$ cat config.mk
export PLATFORM = sky130hd
export DESIGN_NAME = dmem_subword_ctrl_flat
export DESIGN_NICKNAME = d
export VERILOG_FILES = /design/src/rtl/dmem_pkg.sv /design/src/rtl/dmem_subword_ctrl_if.sv /design/src/rtl/dmem_lane_fmt.sv /design/src/rtl/dmem_subword_ctrl.sv /design/src/flat_wrapper.sv
export SDC_FILE = /design/constraint.sdc
export NUM_CORES = 2
export LEC_CHECK = 0
export CORE_ASPECT_RATIO = 0.9
export CORE_UTILIZATION = 50
export DETAILED_ROUTE_END_ITERATION = 8
export GPL_TIMING_DRIVEN = 0
export PLACE_DENSITY_LB_ADDON = 0.25
export SLEW_MARGIN = 20
export SYNTH_ARGS = -nofsm -noshare
export SYNTH_HDL_FRONTEND = slang
export SYNTH_HIERARCHICAL = 1
export SYNTH_SLANG_ARGS = --single-unit
export TNS_END_PERCENT = 100
$ cat constraint.sdc
create_clock -name clock -period 5.65 [get_ports clock]
set_clock_uncertainty 0.1 [all_clocks]
set_input_delay 1.13 -clock clock [delete_from_list [all_inputs] [get_ports clock]]
set_output_delay 1.13 -clock clock [all_outputs]
set_load 0.01 [all_outputs]
$ cat src/rtl/dmem_pkg.sv
// Shared definitions for the MEM-stage sub-word data memory:
// access size codes, controller state encoding and the byte-enable helper.
package dmem_pkg;

    localparam logic [1:0] SZ_BYTE = 2'd0;
    localparam logic [1:0] SZ_HALF = 2'd1;
    localparam logic [1:0] SZ_WORD = 2'd2;

    typedef enum logic [1:0] {
        IDLE  = 2'd0,
        WAIT  = 2'd1,
        CLEAR = 2'd2
    } dmem_state_t;

    // Byte enables for an access of the given size starting at lane.
    // Misaligned halves are masked by the error decode, not here.
    function automatic logic [3:0] lane_mask(input logic [1:0] size, input logic [1:0] lane);
        logic [3:0] m;
        case (size)
            SZ_BYTE: m = 4'b0001 << lane;
            SZ_HALF: m = lane[1] ? 4'b1100 : 4'b0011;
            SZ_WORD: m = 4'b1111;
            default: m = 4'b0000;
        endcase
        return m;
    endfunction

endpackage

$ cat src/rtl/dmem_subword_ctrl_if.sv
// Request/response bundle between the pipeline MEM stage (master)
// and the sub-word data memory (slave).
interface dmem_subword_ctrl_if;
    logic        req_valid;
    logic        req_ready;
    logic        req_we;
    logic [1:0]  req_size;
    logic        req_signed;
    logic [31:0] req_addr;
    logic [31:0] req_wdata;
    logic        rsp_valid;
    logic [31:0] rsp_rdata;
    logic        rsp_err;
    logic        busy;

    modport master (
        output req_valid, req_we, req_size, req_signed, req_addr, req_wdata,
        input  req_ready, rsp_valid, rsp_rdata, rsp_err, busy
    );

    modport slave (
        input  req_valid, req_we, req_size, req_signed, req_addr, req_wdata,
        output req_ready, rsp_valid, rsp_rdata, rsp_err, busy
    );
endinterface

$ cat src/rtl/dmem_lane_fmt.sv
// Combinational lane formatter: store-data replication, byte enables,
// load extraction with sign/zero extension, and access error decode.
module dmem_lane_fmt
    import dmem_pkg::*;
#(
    parameter int DEPTH = 64
) (
    input  logic [1:0]  size,
    input  logic        sgn,
    input  logic [31:0] addr,
    input  logic [31:0] wdata,
    input  logic [31:0] rword,
    output logic [31:0] wdata_rep,
    output logic [3:0]  be,
    output logic [31:0] ld_data,
    output logic        err
);

    logic [7:0]  ld_byte;
    logic [15:0] ld_half;

    // Error decode: illegal size, misalignment, or word index past the array.
    always_comb begin
        err = 1'b0;
        if (size == 2'd3)
            err = 1'b1;
        else if (size == SZ_HALF && addr[0])
            err = 1'b1;
        else if (size == SZ_WORD && addr[1:0] != 2'b00)
            err = 1'b1;
        if (addr[31:2] >= 30'(DEPTH))
            err = 1'b1;
    end

    // Replicate right-aligned store data across every lane it could land in.
    always_comb begin
        be = lane_mask(size, addr[1:0]);
        case (size)
            SZ_BYTE: wdata_rep = {4{wdata[7:0]}};
            SZ_HALF: wdata_rep = {2{wdata[15:0]}};
            default: wdata_rep = wdata;
        endcase
    end

    // Pick the addressed lane(s) of the read word and extend to 32 bits.
    always_comb begin
        case (addr[1:0])
            2'd0:    ld_byte = rword[7:0];
            2'd1:    ld_byte = rword[15:8];
            2'd2:    ld_byte = rword[23:16];
            default: ld_byte = rword[31:24];
        endcase
        ld_half = addr[1] ? rword[31:16] : rword[15:0];
        case (size)
            SZ_BYTE: ld_data = {{24{sgn & ld_byte[7]}}, ld_byte};
            SZ_HALF: ld_data = {{16{sgn & ld_half[15]}}, ld_half};
            default: ld_data = rword;
        endcase
    end

endmodule

$ cat src/rtl/dmem_subword_ctrl.sv
// Handshaked byte-addressed data memory with programmable wait states.
// Optional build macro DMEM_CLEAR_EN: sweep the array to zero after reset.
//
//  state | meaning
//  IDLE  | ready for a request
//  WAIT  | request latched, counting down wait states, access on zero
//  CLEAR | post-reset zero sweep, one word per cycle (DMEM_CLEAR_EN only)
module dmem_subword_ctrl
    import dmem_pkg::*;
#(
    parameter int DEPTH       = 64,
    parameter int WAIT_CYCLES = 0
) (
    input logic clock,
    input logic reset,
    dmem_subword_ctrl_if.slave bus
);

    localparam int AW = (DEPTH > 1) ? $clog2(DEPTH) : 1;

    dmem_state_t state, state_nxt;
    logic [3:0]  cnt;
    logic        accept;
    logic        do_access;

    logic        lat_we;
    logic [1:0]  lat_size;
    logic        lat_sgn;
    logic [31:0] lat_addr;
    logic [31:0] lat_wdata;

    logic [31:0] mem [DEPTH] = '{default: '0};
    logic [AW-1:0] widx;
    logic [31:0] rword;

    logic [31:0] wdata_rep;
    logic [3:0]  be;
    logic [31:0] ld_data;
    logic        fmt_err;
    logic        mem_we;

    logic        rsp_valid_q;
    logic [31:0] rsp_rdata_q;
    logic        rsp_err_q;

`ifdef DMEM_CLEAR_EN
    localparam dmem_state_t RST_STATE = CLEAR;
    logic [AW-1:0] clr_idx;
    logic          clr_we;
`else
    localparam dmem_state_t RST_STATE = IDLE;
`endif

    // State register.
    always_ff @(posedge clock) begin
        if (reset)
            state <= RST_STATE;
        else
            state <= state_nxt;
    end

    // Next-state decode and handshake strobes.
    always_comb begin
        state_nxt = state;
        accept    = 1'b0;
        do_access = 1'b0;
        case (state)
            IDLE: begin
                accept = bus.req_valid;
                if (bus.req_valid)
                    state_nxt = WAIT;
            end
            WAIT: begin
                if (cnt == 4'd0) begin
                    do_access = 1'b1;
                    state_nxt = IDLE;
                end
            end
            CLEAR: begin
`ifdef DMEM_CLEAR_EN
                if (clr_idx == AW'(DEPTH - 1))
                    state_nxt = IDLE;
`else
                state_nxt = IDLE;
`endif
            end
            default: state_nxt = RST_STATE;
        endcase
    end

    // Wait-state down-counter, loaded on accept.
    always_ff @(posedge clock) begin
        if (reset)
            cnt <= 4'd0;
        else if (accept)
            cnt <= 4'(WAIT_CYCLES);
        else if (state == WAIT && cnt != 4'd0)
            cnt <= cnt - 4'd1;
    end

    // Capture the request; inputs are ignored outside IDLE.
    always_ff @(posedge clock) begin
        if (reset) begin
            lat_we    <= 1'b0;
            lat_size  <= SZ_BYTE;
            lat_sgn   <= 1'b0;
            lat_addr  <= '0;
            lat_wdata <= '0;
        end else if (accept) begin
            lat_we    <= bus.req_we;
            lat_size  <= bus.req_size;
            lat_sgn   <= bus.req_signed;
            lat_addr  <= bus.req_addr;
            lat_wdata <= bus.req_wdata;
        end
    end

`ifdef DMEM_CLEAR_EN
    // Sweep index for the post-reset clear; restarts at word 0 on reset.
    always_ff @(posedge clock) begin
        if (reset)
            clr_idx <= '0;
        else if (state == CLEAR)
            clr_idx <= clr_idx + AW'(1);
    end
    assign clr_we = (state == CLEAR) && !reset;
`endif

    assign widx  = lat_addr[AW+1:2];
    assign rword = mem[widx];

    dmem_lane_fmt #(.DEPTH(DEPTH)) u_fmt (
        .size      (lat_size),
        .sgn       (lat_sgn),
        .addr      (lat_addr),
        .wdata     (lat_wdata),
        .rword     (rword),
        .wdata_rep (wdata_rep),
        .be        (be),
        .ld_data   (ld_data),
        .err       (fmt_err)
    );

    // A reset landing on the access cycle must suppress the write.
    assign mem_we = do_access && lat_we && !fmt_err && !reset;

    // Byte-lane writes for stores, zero writes for the clear sweep.
    always_ff @(posedge clock) begin
        if (mem_we) begin
            for (int b = 0; b < 4; b++)
                if (be[b])
                    mem[widx][8*b +: 8] <= wdata_rep[8*b +: 8];
        end
`ifdef DMEM_CLEAR_EN
        else if (clr_we) begin
            mem[clr_idx] <= '0;
        end
`endif
    end

    // Response registers: one-cycle valid pulse, data/err held until next response.
    always_ff @(posedge clock) begin
        if (reset) begin
            rsp_valid_q <= 1'b0;
            rsp_rdata_q <= '0;
            rsp_err_q   <= 1'b0;
        end else begin
            rsp_valid_q <= do_access;
            if (do_access) begin
                rsp_err_q   <= fmt_err;
                rsp_rdata_q <= (lat_we || fmt_err) ? 32'd0 : ld_data;
            end
        end
    end

    assign bus.req_ready = (state == IDLE);
    assign bus.busy      = (state != IDLE);
    assign bus.rsp_valid = rsp_valid_q;
    assign bus.rsp_rdata = rsp_rdata_q;
    assign bus.rsp_err   = rsp_err_q;

endmodule

$ cat src/flat_wrapper.sv
// flat-port wrapper written by rule: the top's interface ports become plain ports
module dmem_subword_ctrl_flat import dmem_pkg::*;
#(
    parameter int DEPTH       = 64,
    parameter int WAIT_CYCLES = 0
)
  (clock, reset, bus_req_valid, bus_req_we, bus_req_size, bus_req_signed, bus_req_addr, bus_req_wdata, bus_req_ready, bus_rsp_valid, bus_rsp_rdata, bus_rsp_err, bus_busy);
  dmem_subword_ctrl_if bus_i ();
  input logic clock;
  input logic reset;
  input wire logic [$bits(bus_i.req_valid)-1:0] bus_req_valid;
  input wire logic [$bits(bus_i.req_we)-1:0] bus_req_we;
  input wire logic [$bits(bus_i.req_size)-1:0] bus_req_size;
  input wire logic [$bits(bus_i.req_signed)-1:0] bus_req_signed;
  input wire logic [$bits(bus_i.req_addr)-1:0] bus_req_addr;
  input wire logic [$bits(bus_i.req_wdata)-1:0] bus_req_wdata;
  output wire logic [$bits(bus_i.req_ready)-1:0] bus_req_ready;
  output wire logic [$bits(bus_i.rsp_valid)-1:0] bus_rsp_valid;
  output wire logic [$bits(bus_i.rsp_rdata)-1:0] bus_rsp_rdata;
  output wire logic [$bits(bus_i.rsp_err)-1:0] bus_rsp_err;
  output wire logic [$bits(bus_i.busy)-1:0] bus_busy;
  assign bus_i.req_valid = bus_req_valid;
  assign bus_i.req_we = bus_req_we;
  assign bus_i.req_size = bus_req_size;
  assign bus_i.req_signed = bus_req_signed;
  assign bus_i.req_addr = bus_req_addr;
  assign bus_i.req_wdata = bus_req_wdata;
  assign bus_req_ready = bus_i.req_ready;
  assign bus_rsp_valid = bus_i.rsp_valid;
  assign bus_rsp_rdata = bus_i.rsp_rdata;
  assign bus_rsp_err = bus_i.rsp_err;
  assign bus_busy = bus_i.busy;
  dmem_subword_ctrl #(.DEPTH(DEPTH), .WAIT_CYCLES(WAIT_CYCLES)) u_core (.clock(clock), .reset(reset), .bus(bus_i));
endmodule
== After elaboration in Yosys (flattened, before gate mapping) ==
Memories as Yosys holds them, arrays and structs flattened. A register that Yosys moved wholly into a read port is not among the register bits.
Index checks and enable logic that the tools add are counted.

* Bits in registers: 108
* Memory bits (writable): 2048
* Input bits: 71
* Output and inout port bits: 36
* Word-level logic and storage cells: 73
* Memories: 1

{| class="wikitable"
|+ Memory list
! name !! depth !! width !! read ports !! clocked after memory_dff !! write ports !! line !! source
|-
| u_core.mem || 64 || 32 || 1 || 1 || 1 || dmem_subword_ctrl.sv:32 || <nowiki>logic [31:0] mem [DEPTH] = '{default: '0};</nowiki>
|}

* Add/sub/neg operators: 1
* Order comparisons: 1
* Eq/ne operators: 8
* Shift-type cells: 1
* Multiplexer cells: 31
* Bitwise operators: 2
* Reduce and logical (&&, ||, !) cells: 18

{| class="wikitable"
|+ Operators with widths
! operator !! number
|-
| $pmux 32 s2 || 2
|-
| $mux 32 || 1
|-
| $ge 30x7->1 const B || 1
|-
| $pmux 8 s3 || 1
|-
| $mux 1 || 19
|-
| $mux 16 || 1
|-
| $mux 6 || 2
|-
| $pmux 4 s3 || 1
|-
| $eq 2x1->1 const B || 3
|-
| $eq 2x2->1 const B || 3
|-
| $logic_and 1x1->1 || 6
|-
| $logic_not 2->1 || 3
|-
| $logic_not 4->1 || 1
|-
| $mux 2 || 2
|-
| $mux 4 || 1
|-
| $pmux 2 s2 || 1
|-
| $reduce_bool 2->1 || 2
|-
| $reduce_bool 4->1 || 1
|-
| $shl 1x2->4 const A || 1
|-
| $sub 4x1->4 const B || 1
|-
| $and 1x1->1 || 2
|-
| $logic_not 1->1 || 2
|-
| $ne 2x1->1 const B || 1
|-
| $ne 2x2->1 const B || 1
|-
| 3 further kinds || 3
|}

== Depth between registers and ports, before layout ==
* Word-level depth: 11
* Gate-level depth with buffers: 15
* Gate-level depth less buffers: 9

== By module ==
The synthesis kept the hierarchy.

{| class="wikitable"
|+ Modules (own cells, without submodules)
! module !! times used !! cells an instance !! area an instance (µm²) !! seq. area each (µm²)
|-
| dmem_subword_ctrl || 1 || 4074 || 82875.7 || 63761.2
|-
| dmem_lane_fmt || 1 || 228 || 1491.4 || 0.0
|}

== Least setup slack after synthesis ==
No wires, ideal clock.

* Path type: reg-to-reg
* Start point: register u_core.lat_size[0]
* End point: memory u_core.mem[0][24], data pin
* Library setup time: 701 ps
* Arrival time: 3357 ps
* Data required time: 4849 ps
* Path slack: 1491 ps
* Cell stages (with the launch flop): 5
* Path buffers: 2
* Clock period less this slack: 4159 ps
* Path through: dfxtp_1 buf_2 buf_2 mux2i_1 o21ai_0

* Longest elaborated chain between the ends: 2
* Elaborated cells on any way between the ends: 3
* Classes of those cells: eq/ne (1); mux (1); reduce/logical (1)

{| class="wikitable"
|+ RTL lines
! item !! line !! source
|-
| start, declared || dmem_subword_ctrl.sv:27 || <nowiki>logic [1:0] lat_size;</nowiki>
|-
| start signal, assigned || dmem_subword_ctrl.sv:111 || <nowiki>lat_size <= bus.req_size;</nowiki>
|-
| $eq 2x1->1 / $logic_not 2->1 (equally long branches) || dmem_lane_fmt.sv:38 || <nowiki>case (size)</nowiki>
|-
| $pmux 32 s2 (*) || dmem_lane_fmt.sv:38 ||
|-
| net u_core.wdata_rep[24] || dmem_subword_ctrl.sv:36 || <nowiki>logic [31:0] wdata_rep;</nowiki>
|-
| end, declared || dmem_subword_ctrl.sv:32 ||
|}

Mark *: on every way through the listed nets, which the timed path passes. The rest lies on a longest branch.

==> results.sh <==
export IMPL_numCtsBuffers=208
export IMPL_setup_ws_ns=-0.0635
export IMPL_rsz0062_at_grt="false"
export IMPL_n_fill_cell=12400
export IMPL_powerDensity_nw_per_um2=354
export IMPL_grt_pass1_wl_microns=369000
export IMPL_slew_headroom=0.0781
export IMPL_drc=0
export IMPL_synthFlopType="edfxtp_1"
export IMPL_min_from="u_core/lat_addr[14]$_SDFFE_PP0P_"
export IMPL_hp_class="reg2reg"
export IMPL_critPathCaptureType="register"
export IMPL_place_hpwl_microns=188000
export IMPL_syn_avg_cell_area_sq_um=19.6
export IMPL_path_clk_slew_ns=0.06
export IMPL_die_x_microns=435
export IMPL_p_switching_mw=7.83
export IMPL_fin_setup_tns_ns=-0.0635
export IMPL_drv_slew=0
export IMPL_rows=142
export IMPL_grt_pass1_vias=44600
export IMPL_start_util=0.505
export IMPL_dieArea_sq_um=170000
export IMPL_ys_warn_count=6
export IMPL_path_cells="buf_2 -> buf_2 -> buf_1 -> clkbuf_2 -> mux2i_1 -> nor2_1 -> nor3_2 -> mux4_2 -> nor2_1 -> a211oi_2 -> a22o_1"
export IMPL_grt_overflow_total=0
export IMPL_cts_buffer_depth=3
export IMPL_clock_sinks=2161
export IMPL_critPathSlowestCell="buf_1"
export IMPL_clk_latency_ns=0.84
export IMPL_synth_yosys_seq_area_share=0.756
export IMPL_post_cts_buffers=0
export IMPL_swShare=0.231
export IMPL_combPwrFrac=0.078
export IMPL_post_cts_resized=0
export IMPL_drt_iter0_markers=9283
export IMPL_antenna_found_initial=11
export IMPL_setup_viol=1
export IMPL_path_class="reg2reg"
export IMPL_clkPwrFrac=0.400
export IMPL_die_h_microns=392
export IMPL_gp_congestion=1.03
export IMPL_timing_hold_ws_ns=0.359
export IMPL_min_period_ns=5.71
export IMPL_cts_tree="built"
export IMPL_cp_start_kind="register"
export IMPL_vias=47800
export IMPL_syn_nets=4375
export IMPL_ios=107
export IMPL_synthArstFlopShare=0
export IMPL_p_leak_nw=29.8
export IMPL_drtPass1Iterations=6
export IMPL_period_share=1.01
export IMPL_mostFrequentLayoutCells="edfxtp_1 (2048), mux4_2 (503), nor2_1 (308)"
export IMPL_grt_use_total=0.323
export IMPL_portBuffers=105
export IMPL_worst_pin_slew_ns=1.38
export IMPL_drtAntennaViolNets=0
export IMPL_yosysUniqueCellTypes=61
export IMPL_synthCells=4302
export IMPL_critPathArrivalTime_ns=6.38
export IMPL_synth_seq_cells=2161
export IMPL_pre_cts_ws_ns=0.234
export IMPL_htreeDepth=4
export IMPL_cts_root_buf="clkbuf_16"
export IMPL_required_ns=6.32
export IMPL_final_hold_viol_count=0
export IMPL_drv_cap=0
export IMPL_areaGrowthSynthToFinish_pct=13.5
export IMPL_grt_start_max_net_pins=65
export IMPL_nets=4721
export IMPL_seq_power_share=0.522
export IMPL_finalPower_mw=33.9
export IMPL_drive_gt1_frac=0.221
export IMPL_synth_edf_count=2048
export IMPL_cp_max_fo=11
export IMPL_max_stage_delay_ns=1.07
export IMPL_vdd_drop_max_mv=0.322
export IMPL_postCtsHoldBufs=0
export IMPL_vias_per_cell=6.78
export IMPL_drt_wl_total_microns=276000
export IMPL_layout_commonest_cell="edfxtp_1"
export IMPL_wire_per_inst_microns=39.2
export IMPL_timing_fmax_mhz=175
export IMPL_utilization=0.573
export IMPL_violations="negative setup slack"
export IMPL_status="finished with violations"
export IMPL_coreArea_sq_um=167000
export IMPL_synth_cell_area_sq_um=84400
export IMPL_p_int_mw=26.0
worst paths after layout:
check        depth (start not counted)                                   end  slack [ns]
max reg2reg                         11  u_core/bus.rsp_rdata[1]$_SDFFE_PP0N_       -0.06
max                                 11  u_core/bus.rsp_rdata[1]$_SDFFE_PP0N_       -0.06
min reg2reg                          2      u_core/lat_addr[14]$_SDFFE_PP0P_        0.36
min                                  2      u_core/lat_addr[14]$_SDFFE_PP0P_        0.36
registers in the layout (all words and copies together) (netlist names), named ones only:
name	flops
u_core/mem	2048
u_core/cnt	4
u_core/lat_we	1
u_core/lat_sgn	1
u_core/bus.rsp_valid	1
u_core/bus.rsp_err	1
u_core/lat_wdata	32
u_core/state	1
u_core/bus.rsp_rdata	32
u_core/lat_addr	32
u_core/lat_size	2
stage by stage:
step                cell area [sq um]  cells
detailed placement              89200   6670
global route                    95700   7051
floorplan                       84400   4302
finish                          95700   7054
global placement                88200   6639
CTS                             95700   7051
per-layer routing:
metal / up-vias / wire (microns) / track usage
li1: 18200 / - / -
met4: 10 / 12000 / 0.123
met3: 564 / 44900 / 0.136
met1: 25200 / 101000 / 0.444
met5: - / 130 / 0.00255
met2: 3809 / 118000 / 0.458
synthesized netlist by cell type (all sizes together) (4+ instances only):
master	n	area share
a221oi	4	0.00042
nor2b	26	0.0019
nor3	22	0.0014
a31oi	12	0.00089
dfxtp	113	0.027
or2	4	0.00030
o211ai	13	0.0012
mux2i	124	0.015
clkbuf	120	0.0053
a311oi	4	0.00042
nor4	33	0.0024
o22a	13	0.0013
a211oi	13	0.0015
nor2	313	0.014
or3b	4	0.00042
nand2	305	0.014
o22ai	123	0.0091
a21oi	106	0.0063
nor3b	7	0.00062
buf	159	0.013
mux4	503	0.13
nand3b	4	0.00036
a211o	4	0.00042
edfxtp	2048	0.73
nand3	15	0.00095
inv	5	0.00022
mux2	37	0.0050
o21a	6	0.00053
a221o	8	0.00095
nand2b	13	0.00096
and3b	10	0.0010
o221ai	20	0.0021
o21ai	56	0.0033
a22o	32	0.0033
final cells by class:
| cell class | instances | area [sq um] | share of cell area |
|---|---|---|---|
| sequential | 2161 | 63800 | 0.666 |
| multi-input combinational | 1857 | 19400 | 0.202 |
| clock buffer | 267 | 5500 | 0.0574 |
| tap | 2232 | 2790 | 0.0292 |
| timing repair buffer | 136 | 1730 | 0.0180 |
| buffer | 279 | 1530 | 0.0159 |
| clock inverter | 114 | 1030 | 0.0108 |
| inverter | 5 | 18.8 | 0.000196 |
| antenna | 3 | 7.51 | 0.0000784 |
kinds of logic after synthesis:
logic type	after synthesis	synth area share
buffers and inverters	284	0.0181
XOR/XNOR	3	0.000311
AO/OA/AOI/OAI	420	0.0323
flip-flops	2161	0.756
multiplexers	664	0.154
adder cells (fa/ha/maj)	2	0.000297
AND/OR/NAND/NOR	768	0.0391
power by group through the flow:
stage	Clock, mW	Sequential (mW)	Combinational [mW]
after floorplan	0	18.0	1.26
after global placement	0	18.1	2.37
after detailed placement	0	18.0	2.52
after CTS	13.6	17.7	2.53
after global routing	14.2	17.7	2.64
final	13.5	17.7	2.64
worst max-delay path, delay by kind of cell (launching register included):
kind,cells,cell delay (ns)
compound gates,2,0.50
simple gates,3,0.93
mux,2,1.03
flops,1,0.31
buf+inv,4,2.76
No activity file was read; power rests on OpenSTA's default activity.
